[src/rtl/axis_gen_pkg.sv]
// rtl/axis_gen_pkg.sv - shared encodings for the AXI-Stream pattern generator
package axis_gen_pkg;

  localparam logic [1:0] MODE_CNT   = 2'd0;
  localparam logic [1:0] MODE_LFSR  = 2'd1;
  localparam logic [1:0] MODE_WALK  = 2'd2;
  localparam logic [1:0] MODE_CONST = 2'd3;

  typedef enum logic {
    S_IDLE = 1'b0,
    S_GEN  = 1'b1
  } gen_state_t;

endpackage

[src/rtl/axis_sync_fifo.sv]
// rtl/axis_sync_fifo.sv - single-clock FWFT FIFO with occupancy output
// The head word is visible the cycle after it is written; output is zero while empty.
module axis_sync_fifo #(
  parameter int WIDTH      = 33,
  parameter int ADDR_WIDTH = 4
) (
  input  logic                  clk,
  input  logic                  reset,
  input  logic                  wr_valid,
  input  logic [WIDTH-1:0]      wr_data,
  output logic                  rd_valid,
  output logic [WIDTH-1:0]      rd_data,
  input  logic                  rd_ready,
  output logic                  full,
  output logic [ADDR_WIDTH:0]   level
);

  localparam int DEPTH = 1 << ADDR_WIDTH;

  logic [WIDTH-1:0]      mem [DEPTH];
  logic [ADDR_WIDTH-1:0] wr_ptr;
  logic [ADDR_WIDTH-1:0] rd_ptr;
  logic [ADDR_WIDTH:0]   count;
  logic                  do_wr;
  logic                  do_rd;

  assign full     = (count == (ADDR_WIDTH+1)'(DEPTH));
  assign rd_valid = (count != '0);
  assign rd_data  = rd_valid ? mem[rd_ptr] : '0;
  assign level    = count;

  // A read frees a slot in the same cycle, so a full FIFO can still take a write.
  assign do_wr = wr_valid && (!full || rd_ready);
  assign do_rd = rd_valid && rd_ready;

  always_ff @(posedge clk) begin
    if (reset) begin
      wr_ptr <= '0;
      rd_ptr <= '0;
      count  <= '0;
    end else begin
      if (do_wr) wr_ptr <= wr_ptr + ADDR_WIDTH'(1);
      if (do_rd) rd_ptr <= rd_ptr + ADDR_WIDTH'(1);
      case ({do_wr, do_rd})
        2'b10:   count <= count + (ADDR_WIDTH+1)'(1);
        2'b01:   count <= count - (ADDR_WIDTH+1)'(1);
        default: count <= count;
      endcase
    end
  end

  always_ff @(posedge clk) begin
    if (do_wr) mem[wr_ptr] <= wr_data;
  end

endmodule

[src/rtl/axis_pattern_gen_fifo.sv]
// rtl/axis_pattern_gen_fifo.sv - AXI-Stream traffic source: pattern generator into an FWFT FIFO
// Packets are framed by tlast; configuration is latched only when leaving IDLE.
module axis_pattern_gen_fifo
  import axis_gen_pkg::*;
#(
  parameter int                    DATA_SIZE  = 32,
  parameter int                    ADDR_WIDTH = 4,
  parameter int                    LEN_WIDTH  = 16,
  parameter logic [DATA_SIZE-1:0]  LFSR_TAPS  = 32'h80200003
) (
  input  logic                     m00_axis_aclk,
  input  logic                     m00_axis_areset,
  input  logic                     m00_axis_enable,
  input  logic [1:0]               mode,
  input  logic [DATA_SIZE-1:0]     seed,
  input  logic [LEN_WIDTH-1:0]     pkt_len,
  output logic [DATA_SIZE-1:0]     m00_axis_tdata,
  output logic [DATA_SIZE/8-1:0]   m00_axis_tstrb,
  output logic                     m00_axis_tvalid,
  output logic                     m00_axis_tlast,
  input  logic                     m00_axis_tready,
  output logic [ADDR_WIDTH:0]      fifo_level,
  output logic [LEN_WIDTH-1:0]     pkt_count
);

  gen_state_t             state;
  logic [DATA_SIZE-1:0]   pattern;
  logic [LEN_WIDTH-1:0]   beat_cnt;
  logic [LEN_WIDTH-1:0]   eff_len;
  logic [1:0]             cur_mode;
  logic                   fifo_full;
  logic                   wr_en;
  logic                   beat_last;
  logic [DATA_SIZE:0]     rd_word;

  function automatic logic [DATA_SIZE-1:0] next_pattern(input logic [1:0] m,
                                                        input logic [DATA_SIZE-1:0] p);
    case (m)
      MODE_CNT:  return p + DATA_SIZE'(1);
      MODE_LFSR: return {p[DATA_SIZE-2:0], ^(p & LFSR_TAPS)};
      MODE_WALK: return {p[DATA_SIZE-2:0], p[DATA_SIZE-1]};
      default:   return p;
    endcase
  endfunction

  assign wr_en     = (state == S_GEN) && !fifo_full;
  assign beat_last = (beat_cnt == eff_len - LEN_WIDTH'(1));

  always_ff @(posedge m00_axis_aclk) begin
    if (m00_axis_areset) begin
      state    <= S_IDLE;
      pattern  <= seed;
      beat_cnt <= '0;
      eff_len  <= LEN_WIDTH'(1);
      cur_mode <= MODE_CNT;
    end else begin
      case (state)
        S_IDLE: begin
          if (m00_axis_enable && !fifo_full) begin
            cur_mode <= mode;
            eff_len  <= (pkt_len == '0) ? LEN_WIDTH'(1) : pkt_len;
            // An all-zero LFSR would lock up, so it starts from 1 instead.
            pattern  <= (mode == MODE_LFSR && seed == '0) ? DATA_SIZE'(1) : seed;
            beat_cnt <= '0;
            state    <= S_GEN;
          end
        end
        S_GEN: begin
          if (!fifo_full) begin
            pattern <= next_pattern(cur_mode, pattern);
            if (beat_last) begin
              beat_cnt <= '0;
              if (!m00_axis_enable) state <= S_IDLE;
            end else begin
              beat_cnt <= beat_cnt + LEN_WIDTH'(1);
            end
          end
        end
        default: state <= S_IDLE;
      endcase
    end
  end

  axis_sync_fifo #(
    .WIDTH      (DATA_SIZE + 1),
    .ADDR_WIDTH (ADDR_WIDTH)
  ) u_fifo (
    .clk      (m00_axis_aclk),
    .reset    (m00_axis_areset),
    .wr_valid (wr_en),
    .wr_data  ({beat_last, pattern}),
    .rd_valid (m00_axis_tvalid),
    .rd_data  (rd_word),
    .rd_ready (m00_axis_tready),
    .full     (fifo_full),
    .level    (fifo_level)
  );

  assign m00_axis_tdata = rd_word[DATA_SIZE-1:0];
  assign m00_axis_tlast = rd_word[DATA_SIZE];
  assign m00_axis_tstrb = '1;

  always_ff @(posedge m00_axis_aclk) begin
    if (m00_axis_areset) begin
      pkt_count <= '0;
    end else if (m00_axis_tvalid && m00_axis_tready && m00_axis_tlast) begin
      pkt_count <= pkt_count + LEN_WIDTH'(1);
    end
  end

endmodule

[config.mk]
export PLATFORM = sky130hd
export DESIGN_NAME = axis_pattern_gen_fifo
export DESIGN_NICKNAME = d
export VERILOG_FILES = /design/src/rtl/axis_gen_pkg.sv /design/src/rtl/axis_sync_fifo.sv /design/src/rtl/axis_pattern_gen_fifo.sv
export SDC_FILE = /design/constraint.sdc
export NUM_CORES = 1
export LEC_CHECK = 0
export BUFFER_PORTS_ARGS = -buffer_cell sky130_fd_sc_hd__buf_2
export CAP_MARGIN = 20
export CORE_MARGIN = 10
export CORE_UTILIZATION = 55
export CTS_BUF_LIST = sky130_fd_sc_hd__clkbuf_8 sky130_fd_sc_hd__clkbuf_16
export DETAILED_ROUTE_END_ITERATION = 12
export PLACE_DENSITY = 0.72
export SLEW_MARGIN = 20
export SYNTH_ARGS = -nofsm -noshare
export SYNTH_HDL_FRONTEND = slang
export SYNTH_HIERARCHICAL = 1
export SYNTH_SLANG_ARGS = --single-unit
[constraint.sdc]
create_clock -name m00_axis_aclk -period 5.7 [get_ports m00_axis_aclk]
set_clock_uncertainty 0.15 [all_clocks]
set_input_delay 0.57 -clock m00_axis_aclk [delete_from_list [all_inputs] [get_ports m00_axis_aclk]]
set_output_delay 0.57 -clock m00_axis_aclk [all_outputs]
set_load 0.02 [all_outputs]
==> results of run 1 <==
## stage by stage
stage                     util [%]  total power (W)
after floorplan                  -          0.00845
after global placement        57.9          0.00925
after global routing          62.2           0.0137
after CTS                     62.2           0.0133
final                         62.2           0.0132
after detailed placement      58.0          0.00933
## cell families (layout without fill, tap and decap cells)
logic type	after synthesis	after routing	synth area share, %
flops	628	628	69.0
simple gates	350	350	6.84
compound gates	193	193	5.67
mux	173	173	12.8
buf+inv	112	278	2.46
xor+xnor	75	75	2.49
fa+ha+maj	15	15	0.712
other cells	1	4	0.0142
## synthesized netlist by cell type (8+ instances only)
cell type | n | share of area (%)
a21oi_1 | 27 | 0.51
a22o_1 | 19 | 0.63
a22oi_1 | 24 | 0.68
a31oi_1 | 12 | 0.28
and3_1 | 18 | 0.43
buf_2 | 28 | 0.53
buf_4 | 8 | 0.23
buf_6 | 9 | 0.38
clkbuf_1 | 36 | 0.51
dfxtp_1 | 68 | 5.2
edfxtp_1 | 560 | 64
ha_1 | 15 | 0.71
inv_1 | 18 | 0.26
mux2i_1 | 40 | 1.5
mux4_2 | 132 | 11
nand2_1 | 65 | 0.93
nand2b_1 | 14 | 0.33
nand3_1 | 89 | 1.7
nand4_1 | 17 | 0.40
nor2_1 | 76 | 1.1
nor3_1 | 16 | 0.30
nor4_1 | 16 | 0.38
o211ai_1 | 8 | 0.23
o211ai_2 | 30 | 1.4
o21ai_0 | 38 | 0.72
xnor2_1 | 34 | 1.1
xor2_1 | 41 | 1.4
## area by class of cell
| class | instances | area [um^2] |
|---|---|---|
| Tap cell | 615 | 769 |
| Sequential cell | 628 | 18200 |
| Inverter | 18 | 67.6 |
| Clock inverter | 52 | 423 |
| Fill cell | 3325 | 18000 |
| Clock buffer | 62 | 1550 |
| Multi-Input combinational cell | 810 | 7700 |
| Timing Repair Buffer | 146 | 866 |
## where the power goes
part	switching, W	internal, W
clock	0.00167	0.00228
combinational	0.00182	0.00127
sequential	0.000558	0.00557
## worst max path at each step
stage                               to       startpoint  cells past startpoint
finish              m00_axis_tdata[31]  u_fifo/level[0]                      6
global route        m00_axis_tdata[31]  u_fifo/level[0]                      6
CTS                 m00_axis_tdata[31]  u_fifo/level[0]                      6
detailed placement       pkt_count[13]  u_fifo/level[4]                     10
global placement         pkt_count[13]  u_fifo/level[4]                     10
floorplan             u_fifo/mem[0][0]  u_fifo/level[0]                      7
## critical path, stage by stage, from the launching register on
cell and delay, ns:
dfxtp_1 0.40, nor4_4 0.45, nand2b_2 0.58, nand2b_2 0.72, buf_4 0.52, o211ai_2 0.20
buf_2 0.20
## registers in the layout, summed over array words and instances, names as in the netlist, named ones only
signal / flops
eff_len: 16
state: 1
pkt_count: 16
u_fifo/mem: 528
pattern: 32
cur_mode: 2
u_fifo/rd_ptr: 4
u_fifo/wr_ptr: 4
u_fifo/level: 5
beat_cnt: 16
## per-layer routing
metal	routed length [um]	vias to the layer above	GRT usage, %	share of wire [%]
met4	1430	4	5.81	2.3
met1	24100	7589	28.8	40
met2	30100	621	35.0	49
met5	27	-	0	0.044
met3	5160	91	4.64	8.5
li1	-	6430	-	-
## timing repair
| action | in CTS | in global routing |
|---|---|---|
| gates resized for setup | 0 | 0 |
| endpoints found under the hold margin | 1 | 0 |
| buffers inserted | 0 | 0 |
| setup endpoints to repair | 0 | 0 |
| hold buffers | 1 | 0 |
==> run_results.csv, run 1 <==
group,metric,value,unit
placement,gp_congestion,0.814,
sta,max_clock_freq,0.226,GHz
synth,async_reset_ff_share,0,%
worst_setup_path,cp.arrival,3.70,ns
routing,drt_iter0_drc,1562,
worst_setup_path,worstSetupEndpointType,"primary output",
global_routing,antenna_found_initial,2,
synth,syn_area,26400,um^2
worst_setup_path,reg2reg_depth,10,
sta,finalSetupViolCount,0,
placement,post_dp_cell_area,27600,um^2
worst_setup_path,cp_max_fo,38,
cts,clock_latency,0.63,ns
status,status,"finished clean",
synth,postSynthAreaPerCell,17.0,um^2
layout,layout_common_cells,"560 x edfxtp_1, 132 x mux4_2, 108 x buf_2",
synth,synthCells,1547,
die,initial_utilization,55.4,%
synth,synth-edff-count,560,
placement,dp_cells,2216,
hold_path,hold_path_end,"eff_len[6]",
routing,wire_per_inst,26.1,um
hold_path,hold_path.class,"in -> reg",
cts,clock-sinks,628,
cts,numCtsBuffers,61,
cts,cts_max_path_buffers,3,
sta,whs,0.0299,ns
worst_setup_path,reg2reg_to,"pkt_count[13]",
die,die_area,57100,um^2
cts,htreeDepth,2,
die,core_region_area,47500,um^2
sta,grt_setup_unrepaired,"false",
layout,area_delta_synth_final,12.2,%
sta,hold_viol_final,0,
routing,wirelength,60900,um
worst_setup_path,critPathKind,"reg -> out",
worst_setup_path,critPathLaunchType,"register",
placement,post-place-ws,1.88,ns
die,die_w,239,um
worst_setup_path,reg2reg_slack,1.85,ns
synth,ys_ff_latch,628,
layout,diodes,0,
sta,worst_slack,1.28,ns
placement,hpwl,36800,um
hold_path,hold_start,"pkt_len[6]",
die,boundaryPins,113,
synth,yosys_warnings,6,
layout,stdcell_area,29600,um^2
flow_run,cap_violations,0,
cts,cts_tree,"done",
sta,post-route-period-util,77.6,%
sta,tightest_slew,1.14,ns
sta,period_minus_slack,4.42,ns
placement,port_buffers,108,
routing,vias_per_cell,6.32,
synth,ys.flop_type,"edfxtp_1",
routing,first_pass_iters,5,
global_routing,track_usage,21.4,%
layout,fin_cells,2331,
worst_setup_path,crit_required,4.98,ns
sta,setup_tns,0,ns
routing,drtAntennaViolNets,0,
power_and_ir_drop,power_leakage,9.76,nW
sta,finalMaxSlewViolations,0,
layout,finalNetCount,1734,
sta,slew_headroom,23.5,%
layout,drive_above_1_share,25.5,%
power_and_ir_drop,max-vdd-ir-drop,0.265,mV
power_and_ir_drop,power.density,446,nW/um^2
die,num_rows,80,
worst_setup_path,timing.rr.start,"u_fifo/level[4]",
cts,clock-root-buffer,"clkbuf_16",
global_routing,grt_pass1_wl,92200,um
synth,synth_seq_area_share,69.0,%
layout,layout_commonest_cell,"edfxtp_1",
cts,path_clk_slew,0.06,ns
global_routing,grt_max_degree,59,
routing,vias,14700,
hold_path,holdPathStages,2,
synth,synth.distinct_cells,72,
global_routing,overflow,0,
die,die_y,239,um
global_routing,grt_pass1_vias,14800,
routing,drc,0,
Power figures use the tool's default switching activity.
==> run 2, diff against run 1 <==
Settings changed: PLACE_DENSITY 0.72 to 0.75.
Clock period 5.7 ns to 3.7 ns, I/O delays scaled along.
==> run_results.csv, run 2 (synthesized netlist as in run 1, its figures left out) <==
group,metric,value,unit
status,status,"finished clean",
cts,clock-sinks,628,
worst_setup_path,crit_path_start,"u_fifo/level[1]",
routing,drc,0,
sta,max_clock_freq,0.280,GHz
cts,clock-root-buffer,"clkbuf_16",
placement,gp_congestion,0.823,
die,die_w,239,um
worst_setup_path,cp_max_fo,32,
sta,grt_setup_unrepaired,"false",
hold_path,hold_path.class,"in -> reg",
sta,finalMaxSlewViolations,0,
power_and_ir_drop,power.density,672,nW/um^2
worst_setup_path,crit_family,"buffers and inverters",
sta,period_minus_slack,3.57,ns
layout,final_util,63.7,%
worst_setup_path,crit_required,3.18,ns
power_and_ir_drop,switchingPower,0.00632,W
worst_setup_path,critPathKind,"reg -> out",
cts,clock_latency,0.63,ns
power_and_ir_drop,clkPwrFrac,29.4,%
die,initial_utilization,55.4,%
worst_setup_path,critPathLaunchType,"register",
worst_setup_path,cpMaxStageDelayCell,"buf_4",
die,die_area,57100,um^2
layout,layout_commonest_cell,"edfxtp_1",
cts,cts_max_path_buffers,3,
worst_setup_path,timing.rr.start,"eff_len[0]",
routing,vias,15300,
die,core_region_area,47500,um^2
routing,wire_per_inst,25.9,um
cts,cts_resized,0,
sta,tightest_slew,0.833,ns
global_routing,grt_max_degree,89,
power_and_ir_drop,comb_power_share,25.2,%
die,boundaryPins,113,
layout,finalNetCount,1805,
layout,layout_common_cells,"560 x edfxtp_1, 132 x mux4_2, 108 x buf_2",
die,num_rows,80,
worst_setup_path,cp_common_cell,"nand2b_2",
sta,post-route-period-util,96.4,%
layout,largest_reg_flops,528,
power_and_ir_drop,seq_power_share,45.4,%
flow_run,cap_violations,0,
layout,area_delta_synth_final,14.9,%
sta,finalSetupViolCount,0,
global_routing,grt_pass1_wl,94700,um
layout,drive_above_1_share,25.7,%
placement,dp_cells,2234,
power_and_ir_drop,max-vdd-ir-drop,0.516,mV
power_and_ir_drop,sw_frac_of_total,31.1,%
cts,path_clk_slew,0.06,ns
sta,slew_headroom,43.9,%
layout,diodes,0,
sta,hold_viol_final,0,
placement,hpwl,35500,um
placement,post_dp_cell_area,27800,um^2
worst_setup_path,path_cells,"nor4_4 > nand2b_2 > nand2b_2 > buf_4 > o211ai_1 > buf_2",
routing,vias_per_cell,6.37,
power_and_ir_drop,power_leakage,10.1,nW
power_and_ir_drop,p_int,0.0140,W
worst_setup_path,worstSetupEndpointType,"primary output",
worst_setup_path,crit_path_max_incr_delay,0.62,ns
routing,first_pass_iters,5,
routing,drt_iter0_drc,1616,
die,die_y,239,um
cts,cts_tree,"done",
cts,numCtsBuffers,61,
sta,setup_tns,0,ns
global_routing,track_usage,22.0,%
worst_setup_path,critPathBufInv,2,
routing,drtAntennaViolNets,0,
layout,stdcell_area,30300,um^2
worst_setup_path,cp.arrival,3.05,ns
placement,port_buffers,108,
global_routing,antenna_found_initial,1,
layout,fin_cells,2402,
routing,wirelength,62300,um
global_routing,grt_pass1_vias,15500,
cts,htreeDepth,2,
layout,reg_top3,"u_fifo/mem x528, pattern x32",
layout,largest_register,"u_fifo/mem",
global_routing,overflow,0,
hold_path,hold_start,"m00_axis_enable",
-- run 2: cell count changes in the layout (fill, tap and decap cells not counted), moves of 2 or more --
cell and change:
buf_12 +3, buf_4 +15, bufinv_16 -2, clkinv_1 -5, clkinvlp_4 +3, dlygate4sd3_1 +52
inv_1 +3, inv_6 +2, nor3_2 -4, nor3_4 +4
-- run 2: path summary, 6_finish.rpt --
kind,end,slack [ns],depth (start not counted)
max reg2reg,beat_cnt[4],0.25,11
min,beat_cnt[2],0.10,4
min reg2reg,eff_len[15],0.36,1
max,m00_axis_tdata[0],0.13,6
-- run 2: worst register-to-register path, cell delays in order, from the launching register on --
cell	delay, ns
dfxtp_1	0.35
inv_1	0.11
ha_1	0.33
or4b_1	0.55
nor4b_1	0.33
xnor2_1	0.20
o2111ai_2	0.19
nor4b_4	0.42
a211oi_4	0.10
buf_4	0.22
a21o_1	0.20
a22o_1	0.19
-- run 2: per-layer routing --
metal / vias to the layer above / GRT usage (%) / wire length (um)
met2: 765 / 35.5 / 30400
met4: 0 / 6.29 / 1560
met1: 7847 / 29.8 / 24300
met5: - / 0 / 0
met3: 128 / 4.75 / 6000
li1: 6566 / - / -
-- run 2: power by group through the flow --
| stage | Combinational, W | Clock, W | Sequential [W] |
|---|---|---|---|
| 2_1_floorplan | 0.00383 | 0 | 0.00918 |
| 3_3_place_gp | 0.00496 | 0 | 0.00932 |
| 3_5_place_dp | 0.00504 | 0 | 0.00938 |
| 4_1_cts | 0.00512 | 0.00607 | 0.00924 |
| 5_1_grt | 0.00548 | 0.00635 | 0.00933 |
| 6_report | 0.00512 | 0.00599 | 0.00924 |
-- run 2: through the flow --
step / hold slack (ns) / power [W] / setup slack (ns)
finish: 0.102 / 0.0203 / 0.134
floorplan: 0.300 / 0.0130 / 0.0953
global placement: 0.315 / 0.0143 / 0.464
CTS: 0.0710 / 0.0204 / 0.103
detailed placement: 0.343 / 0.0144 / 0.321
global route: 0.127 / 0.0212 / 0.00297
-- run 2: repair_timing --
action	CTS	global route
hold endpoints to repair	57	0
buffers inserted	0	0
hold buffers	53	0
-- run 2: layout make-up --
class | instances | area (um^2)
well taps | 615 | 769
repair buffers | 217 | 1590
fillers | 3164 | 17300
clock buffers | 62 | 1550
multi-input cells | 810 | 7710
clock inverters | 52 | 400
flip-flops and latches | 628 | 18200
inverters | 18 | 67.6
